`src/rtl/cmp_search_ctrl.sv`:
```
// Binary-search initiator for a registered magnitude comparator.
// It drives probe values on `a`, samples the great/less/equal flags and converges on the unknown `b`.
module cmp_search_ctrl #(
    parameter int unsigned WIDTH   = 16,
    parameter int unsigned CMP_LAT = 1
) (
    input  logic                       clk,
    input  logic                       rst,
    input  logic                       start,
    output logic [WIDTH-1:0]           probe,
    input  logic                       great,
    input  logic                       less,
    input  logic                       equal,
    output logic                       busy,
    output logic                       done,
    output logic                       hit,
    output logic                       err,
    output logic [WIDTH-1:0]           result,
    output logic [$clog2(WIDTH+2)-1:0] steps
);

    localparam int unsigned STEPS_W = $clog2(WIDTH + 2);
    localparam int unsigned CNT_W   = $clog2(CMP_LAT + 1);

    typedef enum logic [1:0] {
        S_IDLE,
        S_WAIT,
        S_EVAL,
        S_FIN
    } state_t;

    state_t             state_q, state_d;
    logic [WIDTH-1:0]   lo_q, lo_d;
    logic [WIDTH-1:0]   hi_q, hi_d;
    logic [WIDTH-1:0]   probe_q, probe_d;
    logic [CNT_W-1:0]   cnt_q, cnt_d;
    logic [STEPS_W-1:0] steps_q, steps_d;
    logic               busy_q, busy_d;
    logic               done_q, done_d;
    logic               hit_q, hit_d;
    logic               err_q, err_d;
    logic [WIDTH-1:0]   result_q, result_d;

    // Midpoint computed one bit wider so lo+hi cannot overflow.
    function automatic logic [WIDTH-1:0] mid(input logic [WIDTH-1:0] l, input logic [WIDTH-1:0] h);
        logic [WIDTH:0] sum;
        sum = {1'b0, l} + {1'b0, h};
        return sum[WIDTH:1];
    endfunction

    always_ff @(posedge clk) begin
        if (rst) begin
            state_q  <= S_IDLE;
            lo_q     <= '0;
            hi_q     <= '0;
            probe_q  <= '0;
            cnt_q    <= '0;
            steps_q  <= '0;
            busy_q   <= 1'b0;
            done_q   <= 1'b0;
            hit_q    <= 1'b0;
            err_q    <= 1'b0;
            result_q <= '0;
        end else begin
            state_q  <= state_d;
            lo_q     <= lo_d;
            hi_q     <= hi_d;
            probe_q  <= probe_d;
            cnt_q    <= cnt_d;
            steps_q  <= steps_d;
            busy_q   <= busy_d;
            done_q   <= done_d;
            hit_q    <= hit_d;
            err_q    <= err_d;
            result_q <= result_d;
        end
    end

    always_comb begin
        state_d  = state_q;
        lo_d     = lo_q;
        hi_d     = hi_q;
        probe_d  = probe_q;
        cnt_d    = cnt_q;
        steps_d  = steps_q;
        busy_d   = busy_q;
        done_d   = 1'b0;
        hit_d    = hit_q;
        err_d    = err_q;
        result_d = result_q;

        case (state_q)
            S_IDLE: begin
                if (start) begin
                    lo_d    = '0;
                    hi_d    = '1;
                    probe_d = mid('0, '1);
                    steps_d = STEPS_W'(1);
                    hit_d   = 1'b0;
                    err_d   = 1'b0;
                    cnt_d   = CNT_W'(CMP_LAT);
                    busy_d  = 1'b1;
                    state_d = S_WAIT;
                end
            end

            // Hold the probe until the comparator flags reflect it.
            S_WAIT: begin
                cnt_d = cnt_q - CNT_W'(1);
                if (cnt_q == CNT_W'(1)) begin
                    state_d = S_EVAL;
                end
            end

            S_EVAL: begin
                result_d = probe_q;
                case ({great, less, equal})
                    3'b001: begin
                        hit_d   = 1'b1;
                        done_d  = 1'b1;
                        busy_d  = 1'b0;
                        state_d = S_FIN;
                    end
                    3'b100: begin
                        if (probe_q == lo_q) begin
                            err_d   = 1'b1;
                            done_d  = 1'b1;
                            busy_d  = 1'b0;
                            state_d = S_FIN;
                        end else begin
                            hi_d    = probe_q - WIDTH'(1);
                            probe_d = mid(lo_q, probe_q - WIDTH'(1));
                            steps_d = steps_q + STEPS_W'(1);
                            cnt_d   = CNT_W'(CMP_LAT);
                            state_d = S_WAIT;
                        end
                    end
                    3'b010: begin
                        if (probe_q == hi_q) begin
                            err_d   = 1'b1;
                            done_d  = 1'b1;
                            busy_d  = 1'b0;
                            state_d = S_FIN;
                        end else begin
                            lo_d    = probe_q + WIDTH'(1);
                            probe_d = mid(probe_q + WIDTH'(1), hi_q);
                            steps_d = steps_q + STEPS_W'(1);
                            cnt_d   = CNT_W'(CMP_LAT);
                            state_d = S_WAIT;
                        end
                    end
                    default: begin
                        hit_d   = 1'b0;
                        err_d   = 1'b1;
                        done_d  = 1'b1;
                        busy_d  = 1'b0;
                        state_d = S_FIN;
                    end
                endcase
            end

            S_FIN: begin
                state_d = S_IDLE;
            end

            default: begin
                state_d = S_IDLE;
            end
        endcase
    end

    assign probe  = probe_q;
    assign busy   = busy_q;
    assign done   = done_q;
    assign hit    = hit_q;
    assign err    = err_q;
    assign result = result_q;
    assign steps  = steps_q;

endmodule

```
`config.mk`:
```
export PLATFORM = sky130hd
export DESIGN_NAME = cmp_search_ctrl
export DESIGN_NICKNAME = d
export VERILOG_FILES = /design/src/rtl/cmp_search_ctrl.sv
export SDC_FILE = /design/constraint.sdc
export NUM_CORES = 1
export LEC_CHECK = 0
export ABC_AREA = 1
export BUFFER_PORTS_ARGS = -buffer_cell sky130_fd_sc_hd__buf_4
export CELL_PAD_IN_SITES_DETAIL_PLACEMENT = 0
export CELL_PAD_IN_SITES_GLOBAL_PLACEMENT = 1
export CORE_MARGIN = 2
export CORE_UTILIZATION = 43
export DETAILED_ROUTE_END_ITERATION = 12
export PLACE_DENSITY = 0.89
export SYNTH_ARGS = -nofsm -noshare
export SYNTH_HDL_FRONTEND = slang
export SYNTH_SLANG_ARGS = --single-unit
```
`constraint.sdc`:
```
create_clock -name clk -period 2.7 [get_ports clk]
set_input_delay 0 -clock clk [delete_from_list [all_inputs] [get_ports clk]]
set_output_delay 0 -clock clk [all_outputs]
set_load 0.1 [all_outputs]
```
==> flow_metrics.tcl <==
set metrics [dict create \
    dp_slack_ns -0.168 \
    tightest_slew_ns 0.577 \
    synth_edf_count 0 \
    slew_violations 0 \
    grt.total_usage_pct 27.6 \
    worstHoldPathType "primary input to flip-flop" \
    place_congestion 0.934 \
    areaGrowthSynthToFinish_pct 29.4 \
    r2r_slack_ns 0.03 \
    vias 6751 \
    period_share_pct 98.9 \
    ys_types 37 \
    nets 1155 \
    critPathTopFamily "simple AND/OR/NAND/NOR gates" \
    placed_cells 1269 \
    syn_area_per_cell_um2 6.15 \
    synth_fp_nets 1036 \
    antenna_found_initial 0 \
    path_clk_slew_ns 0.06 \
    synth_top_cell_by_area "dfxtp_1" \
    max_stage_delay_ns 0.36 \
    finalHoldViolations 0 \
    synth_flop_cell "dfxtp_1" \
    postRouteWirelength_mm 20.6 \
    clockBufferDepth 2 \
    cp-start-kind "flip-flop" \
    rows 43 \
    path_cells "buf_12 -> nor2_4 -> nand4_1 -> nor2_1 -> buf_4 -> nand2_2 -> xor2_4 -> buf_4 -> ha_4 -> nand2_2 -> nor2_2 -> a21oi_1 -> nand2_1 -> nand2_1 -> nand3_1 -> nand2_1 -> nor2_1 -> nor2_1" \
    path_max_fanout 4 \
    die_x_um 123 \
    die_area_mm2 0.0151 \
    ys_ff_latch 76 \
    vias_per_cell 5.22 \
    layout_setup_ws_ns 0.0308 \
    worstPathArrival_ns 2.90 \
    rsz0062_at_grt "yes" \
    drive_gt1_share_pct 25.0 \
    clock-skew-final_ns 0.00543 \
    crit_buf_inv 3 \
    grt_max_degree 34 \
    timing.fmax_ghz 0.375 \
    wl_per_cell_um 15.9 \
    drv_cap 0 \
    cts_buffers 9 \
    htree_levels 3 \
    yosys_warnings 0 \
    tns_ns 0 \
    finalPower_mw 5.07 \
    synth-seq-area-share_pct 25.0 \
    ys_top_cells_by_count "nand2_1, nor2_1, inv_1" \
    overflow 0 \
    first_iter_violations 503 \
    status "finished clean" \
    die_h_um 123 \
    worstSetupEndpointType "flip-flop" \
    place.detailed.hpwl_mm 15.7 \
    remaining_drc_errors 0 \
    r2r-start "probe[2]$_SDFFE_PP0P_" \
    min_path_cells 4 \
    cp.required_ns 2.93 \
    yosys-top-cells-area "dfxtp_1, nand2_1, ha_1, nor2_1, a21oi_1" \
    power_density_mw_per_mm2 643 \
    finalNonFillerCells 1293 \
    slew_headroom_pct 61.5 \
    cts_tree "yes" \
    setup.worst_path.class "flip-flop to flip-flop" \
    ir_drop_uv 411 \
    syn_area_mm2 0.00609 \
    crit_slowest_cell "dfxtp_4" \
    start_util_pct 43.9 \
    grt_pass1_wl_mm 32.2 \
    grt_pass1_vias 6275 \
    min_period_ns 2.67 \
    min_to "err$_SDFFE_PP0P_" \
    antenna_left 0 \
    clk_root_buffer_cell "clkbuf_16" \
    fill_cells 1392 \
    rr_endpoint "probe[13]$_SDFFE_PP0P_" \
    core_mm2 0.0139 \
    drtPass1Iterations 5 \
    rr_worst_depth 18 \
    synth_most_common_cell "nand2_1" \
    yosysTopAreaCellShare_pct 25.0 \
    synth_cells 990 \
    final_util_pct 56.8 \
    min_from "start" \
    cp.depth 18 \
    cts.sink_count 76 \
    portBuffers 46 \
    io_pins 47 \
    async_flop_share_pct 0 \
    antenna_cells 0 \
    setup_viol 0 \
    clock_latency_ns 0.34 \
    cellLeakagePower_nw 3.80 \
]
[per-stage QoR]
step                cell area (um^2)  hold slack [ns]
global placement                7160            0.337
CTS                             7540          0.00633
finish                          7880           0.0177
floorplan                       6130            0.178
global route                    7880           0.0414
detailed placement              7160            0.332
[routing by layer]
metal / track usage, % / share of wire [%] / vias up
met2: 45.6 / 47 / 214
li1: - / - / 3401
met4: 11.2 / 4.2 / 0
met1: 36.1 / 43 / 3085
met3: 4.20 / 5.7 / 51
met5: 0 / 0 / -
[timing repair]
item | CTS | global route
setup endpoints to repair | 7 | 11
gates resized for setup | 11 | 61
setup buffers | 2 | 5
hold buffers | 2 | 0
endpoints found under the hold margin | 1 | 0
pin swaps | 3 | 19
[final cells by class]
class / count / area, um^2 / area share [%]
Clock buffer: 9 / 225 / 2.86
Clock inverter: 6 / 87.6 / 1.11
Inverter: 114 / 433 / 5.49
Multi-Input combinational cell: 770 / 4300 / 54.5
Sequential cell: 76 / 1560 / 19.7
Tap cell: 180 / 225 / 2.86
Timing Repair Buffer: 138 / 1060 / 13.4
[worst max-delay path by stage]
stage / start / endpoint / slack [ns]
after floorplan: probe[1]$_SDFFE_PP0P_ / probe[6]$_SDFFE_PP0P_ / 0.02
after global placement: probe[0]$_SDFFE_PP0P_ / probe[12]$_SDFFE_PP0P_ / -0.19
after detailed placement: probe[0]$_SDFFE_PP0P_ / probe[12]$_SDFFE_PP0P_ / -0.17
after CTS: probe[1]$_SDFFE_PP0P_ / probe[6]$_SDFFE_PP0P_ / -0.02
after global routing: probe[2]$_SDFFE_PP0P_ / probe[14]$_SDFFE_PP0P_ / -0.20
final: probe[2]$_SDFFE_PP0P_ / probe[13]$_SDFFE_PP0P_ / 0.03
[report_power, final]
group	switching [mW]	internal, mW	total (mW)	leakage (nW)
Sequential	0.140	1.24	1.38	0.630
Combinational	1.55	0.841	2.39	3.02
Clock	0.503	0.807	1.31	0.152
[cell usage in the layout (no fill, tap or decap), drive strengths merged, types with 30 or more instances in the layout]
cell,n
buf,136
a21oi,89
ha,38
inv,115
xor2,30
nand3,72
dfxtp,76
nand2,317
o21ai,49
nor2,122
[flip-flops by register name (all words and copies together) (netlist names), 2 cells and up]
register / count
hi_q: 16
lo_q: 16
probe: 16
result: 16
state_q: 2
steps: 5
[kinds of logic after synthesis]
logic type,after synthesis,synth area share (%)
AOI/OAI and AO/OA,154,13.7
adders and majority gates,40,8.46
xor gates and xnor gates,31,4.46
muxes,1,0.164
buffers and inverters,144,9.98
and+or+nand+nor,544,38.2
DFF,76,25.0
[worst reg2reg max path: cells and delay by family (launching register included)]
kind / cells / cell delay (ns)
adders and majority gates: 1 / 0.26
and+or+nand+nor: 12 / 1.20
buffers and inverters: 3 / 0.46
DFF: 1 / 0.36
xor gates and xnor gates: 1 / 0.17
AOI/OAI and AO/OA: 1 / 0.11
(Power assumes the default switching activity.)
